$ cat config.mk
export PLATFORM = sky130hd
export DESIGN_NAME = alu_rr_arbiter
export DESIGN_NICKNAME = d
export VERILOG_FILES = /design/src/rtl/alu_rr_arbiter.sv
export SDC_FILE = /design/constraint.sdc
export NUM_CORES = 1
export LEC_CHECK = 0
export CORE_MARGIN = 2
export CORE_UTILIZATION = 37
export DETAILED_ROUTE_END_ITERATION = 8
export PLACE_DENSITY = 0.79
export SYNTH_ARGS = -nofsm -noshare
export SYNTH_HDL_FRONTEND = slang
export SYNTH_SLANG_ARGS = --single-unit
$ cat constraint.sdc
create_clock -name clk -period 3.4 [get_ports clk]
set_input_delay 0.34 -clock clk [delete_from_list [all_inputs] [get_ports clk]]
set_output_delay 0.34 -clock clk [all_outputs]
set_load 0.02 [all_outputs]
$ cat src/rtl/alu_rr_arbiter.sv
// Two-requester round-robin front end for one shared external ALU.
// Operands and results are registered, and a three-state FSM allows one operation in flight.
module alu_rr_arbiter #(
  parameter int DATA_WIDTH   = 32,
  parameter int ALU_OP_WIDTH = 4
) (
  input  logic                    clk,
  input  logic                    rst_n,
  input  logic                    req0_valid,
  output logic                    req0_ready,
  input  logic [DATA_WIDTH-1:0]   req0_a,
  input  logic [DATA_WIDTH-1:0]   req0_b,
  input  logic [ALU_OP_WIDTH-1:0] req0_op,
  input  logic                    req1_valid,
  output logic                    req1_ready,
  input  logic [DATA_WIDTH-1:0]   req1_a,
  input  logic [DATA_WIDTH-1:0]   req1_b,
  input  logic [ALU_OP_WIDTH-1:0] req1_op,
  output logic                    rsp0_valid,
  input  logic                    rsp0_ready,
  output logic                    rsp1_valid,
  input  logic                    rsp1_ready,
  output logic [DATA_WIDTH-1:0]   rsp_result,
  output logic                    rsp_zero,
  output logic                    rsp_ovf,
  output logic [DATA_WIDTH-1:0]   alu_operand_a,
  output logic [DATA_WIDTH-1:0]   alu_operand_b,
  output logic [ALU_OP_WIDTH-1:0] alu_op,
  input  logic [DATA_WIDTH-1:0]   alu_result,
  input  logic                    alu_zero,
  input  logic                    alu_overflow,
  output logic                    busy
);

  typedef enum logic [1:0] {
    IDLE = 2'd0,
    EXEC = 2'd1,
    RESP = 2'd2
  } state_t;

  state_t state, state_next;
  logic   last_grant;
  logic   owner;
  logic   grant;
  logic   grant_valid;
  logic   owner_rsp_ready;

  // On contention the requester that did not win last time takes the ALU.
  always_comb begin
    grant       = 1'b0;
    grant_valid = req0_valid | req1_valid;
    if (req0_valid && req1_valid) begin
      grant = ~last_grant;
    end else if (req1_valid) begin
      grant = 1'b1;
    end
  end

  assign owner_rsp_ready = owner ? rsp1_ready : rsp0_ready;

  always_comb begin
    state_next = state;
    req0_ready = 1'b0;
    req1_ready = 1'b0;
    rsp0_valid = 1'b0;
    rsp1_valid = 1'b0;
    case (state)
      IDLE: begin
        if (grant_valid) begin
          req0_ready = ~grant;
          req1_ready = grant;
          state_next = EXEC;
        end
      end
      EXEC: state_next = RESP;
      RESP: begin
        rsp0_valid = ~owner;
        rsp1_valid = owner;
        if (owner_rsp_ready) begin
          state_next = IDLE;
        end
      end
      default: state_next = IDLE;
    endcase
  end

  assign busy = (state != IDLE);

  always_ff @(posedge clk) begin
    if (!rst_n) begin
      state         <= IDLE;
      last_grant    <= 1'b1;
      owner         <= 1'b0;
      alu_operand_a <= '0;
      alu_operand_b <= '0;
      alu_op        <= '0;
      rsp_result    <= '0;
      rsp_zero      <= 1'b0;
      rsp_ovf       <= 1'b0;
    end else begin
      state <= state_next;
      if (state == IDLE && grant_valid) begin
        owner      <= grant;
        last_grant <= grant;
        if (grant) begin
          alu_operand_a <= req1_a;
          alu_operand_b <= req1_b;
          alu_op        <= req1_op;
        end else begin
          alu_operand_a <= req0_a;
          alu_operand_b <= req0_b;
          alu_op        <= req0_op;
        end
      end
      // The ALU output is only trusted while the registered operands have been stable all cycle.
      if (state == EXEC) begin
        rsp_result <= alu_result;
        rsp_zero   <= alu_zero;
        rsp_ovf    <= alu_overflow;
      end
    end
  end

endmodule

==> flow_summary.yaml, run 1 <==
critical_path:
  crit_fanout: 7
  r2r_setup_slack_ps: 1410
  critPathArrivalTime_ps: 1850
  reg2reg_depth: 3
  path_cells: "a211oi_4, nand2_1, inv_1, clkdlybuf4s50_1"
  rr_endpoint: "rsp_result[15]$_SDFFE_PN0N_"
  worst_setup_path_start_kind: "register"
  crit_path_max_incr_delay_ps: 620
  crit_path_end_kind: "primary output"
  r2r_start: "state[1]$_SDFFE_PN0P_"
  required_ps: 3060
  path_class: "register to primary output"
  crit_path_top_delay_cell: "clkdlybuf4s50_1"
timing:
  finalHoldWorstSlack_ps: 424
  tightest_slew_ps: 1210
  layout_setup_ws_ps: 1210
  fmax_mhz: 456
  finalMaxSlewViolations: 0
  rsz0062_at_grt: "false"
  fin_crit_ps: 2190
  hold_viol: 0
  finalSetupViolCount: 0
  fin_setup_tns_ps: 0
  finalClockSkew_ps: 9.99
  period_share_pct: 64.5
  timing.slew.headroom_pct: 19.1
floorplan:
  die_w_um: 114
  dieArea_um2: 13100
  std_cell_rows: 40
  start_util_pct: 37.8
  pin_count: 283
  die_y_um: 114
  core_area_um2: 12000
detailed_routing:
  drc_errors: 0
  drt_wl_total_um: 17700
  drt_iter0_drc: 566
  viasPerCell: 5.84
  ant_nets: 0
  via_count: 5575
  wl_per_cell_um: 18.5
  drtPass1Iterations: 6
worst_hold_path:
  hold_depth: 3
  hold_class: "input pin to register"
  holdPathEnd: "alu_op[1]$_SDFFE_PN0P_"
  hp-start: "req1_valid"
pwr:
  power_leakage_nw: 2.57
  power.density_nw_per_um2: 464
  peakVddDrop_mv: 0.221
  finalPower_mw: 3.53
clock_tree:
  postCtsHoldBufs: 0
  post-cts-setup-buffers: 0
  clock_path_buffers: 2
  h-tree-depth: 3
  ctsResizeCount: 0
  worstSkewPairLatency_ps: 350
  clock_sinks: 106
  cts_tree: "done"
  clk_pin_slew_worst_paths_ps: 70
  cts_root_buffer: "clkbuf_16"
  cts_buffers: 9
job:
  max_cap_violations: 0
yosys:
  syn_avg_cell_area_um2: 7.90
  ys_ff_latch: 106
  synth_cell_type_count: 22
  ys_top_cells_by_area: "dfxtp_1 47%, a31oi_1 9.4%, nand4_1 9.4%"
  synth_top_area_cell: "dfxtp_1"
  syn_nets: 748
  synth.cell_area_um2: 4520
  yosysTopAreaCellShare_pct: 47.0
  syn_inst: 572
  yosysSeqAreaShare_pct: 47.0
  yosys_warnings: 0
global_route:
  grt_pass1_wl_um: 27000
  grt_max_degree: 82
  grtUsageTotal_pct: 25.8
  grt_pass1_vias: 5285
  antenna_found_initial: 0
  grt_overflow: 0
placed_design:
  dp.cells: 939
  io_buffers: 282
  place_ws_ps: 1250
  gp_congestion: 0.842
  place_area_um2: 7300
  hpwlAfterDp_um: 11800
finish:
  finalCoreUtilization_pct: 63.7
  syn_to_final_growth_pct: 68.8
  final_nets: 979
  fin_area_um2: 7620
  layoutNonFillerInstCount: 955
  n_antenna_cell: 0
  drive_above_1_share_pct: 4.21
status:
  status: "complete, no violations"
cells in the mapped netlist:
| library cell | number |
|---|---|
| dfxtp_1 | 106 |
| o21ai_0 | 70 |
| nand2_1 | 69 |
| nand3_1 | 69 |
| a31oi_1 | 68 |
| nand4_1 | 68 |
| clkbuf_1 | 47 |
| a21oi_1 | 36 |
| buf_2 | 22 |
| buf_4 | 2 |
| clkinv_1 | 2 |
| nand2b_1 | 2 |
| nor2_2 | 2 |
| a211oi_4 | 1 |
| and3_1 | 1 |
| and3b_1 | 1 |
| inv_1 | 1 |
| mux2i_1 | 1 |
| nand3b_1 | 1 |
| nor2b_1 | 1 |
| nor3_1 | 1 |
| nor3b_1 | 1 |
registers in the layout (all words and copies together) (netlist names):
signal,count
alu_operand_a,32
alu_operand_b,32
rsp_result,32
alu_op,4
state,2
last_grant,1
owner,1
rsp_ovf,1
rsp_zero,1
cell type report:
type	count	area, µm²
Inverter	3	12.5
Timing Repair Buffer	291	2880
Multi-Input combinational cell	392	2100
Clock buffer	10	239
Fill cell	979	4340
Tap cell	147	184
Clock inverter	6	88.8
Sequential cell	106	2120
critical path: cells and delay by family (launching register included):
kind | cells | cell delay, ps
compound gates | 1 | 250
buf+inv | 2 | 710
simple gates | 1 | 140
flops | 1 | 410
cell usage in the layout, fill, tap and decap left out:
cell	instances
a31oi_1	68
nand3b_1	1
inv_1	1
mux2i_1	1
clkbuf_8	1
a21oi_1	36
bufinv_16	2
nand2b_1	1
clkdlybuf4s50_1	280
nand3_1	69
o21ai_0	70
clkinv_2	2
nor3b_1	1
nor3_1	1
and3_1	1
inv_6	1
inv_2	1
nand2_1	69
nor2_4	2
clkbuf_16	9
buf_2	2
clkinvlp_4	2
dfxtp_1	106
nand2b_2	1
buf_4	9
nor2b_2	1
and3b_1	1
nand4_1	68
a211oi_4	1
power breakdown:
| group | switching [mW] | internal [mW] | total, mW |
|---|---|---|---|
| Combinational | 0.519 | 0.468 | 0.987 |
| Sequential | 0.0646 | 1.35 | 1.42 |
| Clock | 0.464 | 0.667 | 1.13 |
| Total | 1.05 | 2.49 | 3.53 |
routing by layer:
layer  wire length [µm]  share of wire (%)  GRT usage, %  up-vias
li1                   -                  -             -     2573
met1               7210                 41          32.0     2580
met2               8250                 47          42.9      380
met3               1690                9.6          5.82       42
met4                540                3.1          11.1        0
met5                  0                  0             0        -
kinds of logic after synthesis:
kind of cell / synth area share [%]
AND/OR/NAND/NOR: 24.3
AO/OA/AOI/OAI: 21.6
flip-flops: 47.0
buffers and inverters: 6.93
multiplexers: 0.222
how the worst max path moves through the flow:
stage	to	startpoint
global route	req1_ready	state[0]$_SDFFE_PN0P_
CTS	req1_ready	state[0]$_SDFFE_PN0P_
finish	req1_ready	state[0]$_SDFFE_PN0P_
global placement	state[0]$_SDFFE_PN0P_	rst_n
floorplan	req0_ready	req1_valid
detailed placement	state[0]$_SDFFE_PN0P_	rst_n
Note: power is estimated with default switching activity, not from simulation.
==> run 2, diff against run 1 <==
clock period = 2.3 ns   (was 3.4 ns; I/O delays follow)
==> run 2 against run 1 <==
First-iteration DRC count decreased by 36%. Die area stayed put. Utilization up 0.46 points. Combinational power grew 49%. Worst hold slack worse by 180 ps. Highest routed layer is now met5. Power grew 48%. Sequential power rose by 47%. Global-route usage down 0.34 points. Clock power grew 47%. Final cell count increased by 0.42%. Critical path depth did not move. Routed wire length decreased by 1.2%.
==> flow_summary.yaml, run 2 (synthesis gave the netlist of run 1 again) <==
job:
  max_cap_violations: 0
global_route:
  grtUsageTotal_pct: 25.4
  grt_pass1_vias: 5361
  antenna_found_initial: 0
  grt_overflow: 0
  grt_max_degree: 72
  grt_pass1_wl_um: 26800
timing:
  finalSetupViolCount: 0
  fin_setup_tns_ps: 0
  fin_crit_ps: 2040
  finalHoldWorstSlack_ps: 246
  tightest_slew_ps: 768
  fmax_mhz: 491
  finalClockSkew_ps: 7.41
  finalMaxSlewViolations: 0
  layout_setup_ws_ps: 262
  hold_viol: 0
  timing.slew.headroom_pct: 48.8
  period_share_pct: 88.6
  rsz0062_at_grt: "false"
clock_tree:
  cts_tree: "done"
  h-tree-depth: 3
  cts_root_buffer: "clkbuf_16"
  worstSkewPairLatency_ps: 340
  clock_path_buffers: 2
  cts_buffers: 9
  clock_sinks: 106
  clk_pin_slew_worst_paths_ps: 70
  postCtsHoldBufs: 0
  ctsResizeCount: 0
  post-cts-setup-buffers: 0
pwr:
  power_leakage_nw: 2.60
  peakVddDrop_mv: 0.334
  power.density_nw_per_um2: 679
detailed_routing:
  drc_errors: 0
  drtPass1Iterations: 7
  viasPerCell: 5.77
  via_count: 5536
  wl_met1_um: 6910
  wl_per_cell_um: 18.2
  drt_iter0_drc: 360
  drt_wl_total_um: 17500
  top_layer_used: "met5"
  wl_met3_um: 1570
  ant_nets: 0
  route.met2.wl_um: 8400
critical_path:
  critPathBufInv: 2
  crit_path_max_incr_delay_ps: 610
  critPathTopFamily: "buffers and inverters"
  worst_setup_path_start_kind: "register"
  crit_fanout: 7
  path_cells: "a211oi_4, nand2_1, inv_1, clkdlybuf4s50_1"
  path_class: "register to primary output"
  critPathArrivalTime_ps: 1810
  required_ps: 2070
  crit_path_end_kind: "primary output"
  crit_path_top_delay_cell: "clkdlybuf4s50_1"
floorplan:
  die_w_um: 114
  std_cell_rows: 40
  die_y_um: 114
  dieArea_um2: 13100
  start_util_pct: 37.8
  pin_count: 283
  core_area_um2: 12000
finish:
  layoutNonFillerInstCount: 959
  fin_area_um2: 7680
  n_antenna_cell: 0
  mostFrequentLayoutCells: "280 x clkdlybuf4s50_1, 106 x dfxtp_1, 70 x o21ai_0, 69 x nand2_1, 69 x nand3_1"
  drive_above_1_share_pct: 4.68
  layout_commonest_cell: "clkdlybuf4s50_1"
  final_nets: 983
  largestRegisters: "alu_operand_a x32, alu_operand_b x32, rsp_result x32"
  syn_to_final_growth_pct: 70.0
placed_design:
  dp.cells: 943
  io_buffers: 282
  hpwlAfterDp_um: 11800
  place_area_um2: 7350
  gp_congestion: 0.826
  place_ws_ps: 558
status:
  status: "complete, no violations"
worst_hold_path:
  hold_class: "input pin to register"
==> run 2: worst paths after layout <==
| check | cells past startpoint | startpoint | slack (ps) | to |
|---|---|---|---|---|
| setup / recovery | 4 | state[0]$_SDFFE_PN0P_ | 260 | req1_ready |
| hold / removal | 3 | req1_valid | 250 | last_grant$_SDFFE_PN1P_ |
| setup reg to reg | 5 | state[1]$_SDFFE_PN0P_ | 530 | alu_operand_a[29]$_SDFFE_PN0P_ |
| hold reg to reg | 2 | rsp_result[4]$_SDFFE_PN0N_ | 460 | rsp_result[4]$_SDFFE_PN0N_ |
==> run 2: routing by layer <==
| metal | track usage, % | vias up |
|---|---|---|
| li1 | - | 2584 |
| met1 | 30.5 | 2562 |
| met2 | 43.9 | 344 |
| met3 | 5.13 | 44 |
| met4 | 11.3 | 2 |
| met5 | 0 | - |
==> run 2: stage by stage <==
step	utilization, %	power (mW)
CTS	64.2	5.24
finish	64.2	5.22
global placement	61.5	3.56
detailed placement	61.5	3.59
floorplan	-	2.82
global route	64.2	5.42
==> run 2: cell type report <==
type | instances | area, µm²
Inverter | 3 | 12.5
Fill cell | 1002 | 4280
Timing Repair Buffer | 295 | 2940
Clock buffer | 9 | 225
Multi-Input combinational cell | 392 | 2100
Sequential cell | 106 | 2120
Clock inverter | 7 | 103
Tap cell | 147 | 184
==> run 2: worst register-to-register path: cells and delay by family (launching register included) <==
| kind | cells | cell delay (ps) |
|---|---|---|
| flip-flops | 1 | 530 |
| AND/OR/NAND/NOR | 1 | 100 |
| buffers and inverters | 2 | 600 |
| AO/OA/AOI/OAI | 2 | 480 |
==> run 2: report_power, final <==
group          switching [mW]  total (mW)  internal (mW)  leakage [nW]
logic                   0.765        1.47          0.703          1.57
clock network           0.692        1.66          0.964         0.156
registers              0.0942        2.09           2.00         0.871
total                    1.55        5.22           3.67          2.60
==> run 3, diff against run 2 <==
CAP_MARGIN = 20   (was default)
clock period = 2.08 ns   (was 2.3 ns; I/O delays follow)
==> run 3 against run 2 <==
Largest power group unchanged. Sequential cell count stayed put. Count of clock-buffer cells in the layout increased by 2. Final cell count is 0.42% higher. Non-clock buffer count grew 4. Cell area increased by 0.55%. Sequential power grew 11%. Critical endpoint is now rsp0_valid. Power is 12% higher. Register-to-register slack lost 210 ps. Routed wire length grew 1.3%. Combinational power grew 12%.
==> flow_summary.yaml, run 3 (synthesis gave the netlist of run 1 again) <==
global_route:
  grt_overflow: 0
  grt_pass1_wl_um: 27000
  grt_pass1_vias: 5449
  antenna_found_initial: 0
  grt_max_degree: 69
  grtUsageTotal_pct: 25.8
pwr:
  power.density_nw_per_um2: 757
  power_leakage_nw: 2.64
  finalPower_mw: 5.85
  peakVddDrop_mv: 0.336
finish:
  largestRegisters: "alu_operand_a x32, alu_operand_b x32, rsp_result x32"
  mostFrequentLayoutCells: "279 x clkdlybuf4s50_1, 106 x dfxtp_1, 70 x o21ai_0, 69 x nand2_1, 69 x nand3_1"
  finalCoreUtilization_pct: 64.6
  syn_to_final_growth_pct: 70.9
  final_nets: 987
  drive_above_1_share_pct: 5.15
  layout_commonest_cell: "clkdlybuf4s50_1"
  n_antenna_cell: 0
timing:
  fmax_mhz: 513
  finalSetupViolCount: 0
  finalClockSkew_ps: 6.01
  rsz0062_at_grt: "false"
  finalMaxSlewViolations: 0
  fin_crit_ps: 1950
  hold_viol: 0
  fin_setup_tns_ps: 0
  tightest_slew_ps: 749
  timing.slew.headroom_pct: 50.1
  period_share_pct: 93.7
  layout_setup_ws_ps: 130
critical_path:
  startpoint: "state[1]$_SDFFE_PN0P_"
  path_class: "register to primary output"
  crit_fanout: 7
  reg2reg_depth: 4
  path_cells: "nor3b_1, clkdlybuf4s50_1"
  r2r_start: "state[0]$_SDFFE_PN0P_"
  crit_path_top_delay_cell: "clkdlybuf4s50_1"
  crit_path_end_kind: "primary output"
  worst_setup_path_start_kind: "register"
  required_ps: 1870
  r2r_setup_slack_ps: 320
  critPathArrivalTime_ps: 1740
  crit_path_max_incr_delay_ps: 650
worst_hold_path:
  hold_class: "input pin to register"
  hold_depth: 3
  hp-start: "req1_valid"
clock_tree:
  post-cts-setup-buffers: 0
  postCtsHoldBufs: 0
  ctsResizeCount: 0
  worstSkewPairLatency_ps: 350
  clk_pin_slew_worst_paths_ps: 70
  cts_buffers: 9
  clock_path_buffers: 2
  h-tree-depth: 3
  clock_sinks: 106
  cts_tree: "done"
  cts_root_buffer: "clkbuf_16"
detailed_routing:
  wl_per_cell_um: 18.4
  drt_iter0_drc: 464
  drc_errors: 0
  ant_nets: 0
  viasPerCell: 5.74
  drtPass1Iterations: 7
  via_count: 5526
  drt_wl_total_um: 17700
placed_design:
  gp_congestion: 0.827
  hpwlAfterDp_um: 12300
  place_ws_ps: 362
  io_buffers: 282
floorplan:
  pin_count: 283
  die_y_um: 114
  die_w_um: 114
  dieArea_um2: 13100
  core_area_um2: 12000
  std_cell_rows: 40
  start_util_pct: 37.8
job:
  max_cap_violations: 0
status:
  status: "complete, no violations"
run 3: changes by cell type in the layout (fill, tap and decap cells not counted):
cell,previous run,this run
clkdlybuf4s50_1,280,279
dlymetal6s2s_1,0,1
buf_4,11,15
clkinv_4,3,1
clkbuf_8,0,2
run 3: metrics by stage:
stage	hold WS [ps]	cell area, µm²	std cells
after floorplan	280	4520	572
after CTS	243	7720	963
after global placement	444	7380	947
after detailed placement	449	7380	947
final	245	7720	963
after global routing	256	7720	963
run 3: worst paths after layout:
check                                                      end
worst max-delay path                                rsp0_valid
worst min-delay path            alu_operand_a[31]$_SDFFE_PN0P_
worst max register to register  alu_operand_b[16]$_SDFFE_PN0P_
worst min register to register     rsp_result[24]$_SDFFE_PN0N_
run 3: layout make-up:
class / instances / area, µm²
well taps: 147 / 184
clock buffers: 11 / 253
fillers: 1023 / 4240
clock inverters: 5 / 85.1
repair buffers: 299 / 2970
inverters: 3 / 12.5
multi-input cells: 392 / 2100
flip-flops and latches: 106 / 2120
run 3: power by group:
group / total (mW) / leakage [nW] / internal, mW / switching, mW
Sequential: 2.31 / 0.871 / 2.21 / 0.101
Combinational: 1.64 / 1.61 / 0.784 / 0.852
Clock: 1.90 / 0.162 / 1.13 / 0.774
Total: 5.85 / 2.64 / 4.12 / 1.73
run 3: worst max-delay path: cells and delay by family, from the launching register on:
| family | cells | cell delay [ps] |
|---|---|---|
| buffers and inverters | 1 | 650 |
| DFF | 1 | 520 |
| and+or+nand+nor | 1 | 220 |
run 3: layer usage:
metal	vias up	GRT usage, %	part of all wire [%]
li1	2593	-	-
met5	-	0	0.028
met4	2	11.4	2.8
met1	2595	29.7	39
met3	32	7.94	9.8
met2	304	44.1	48
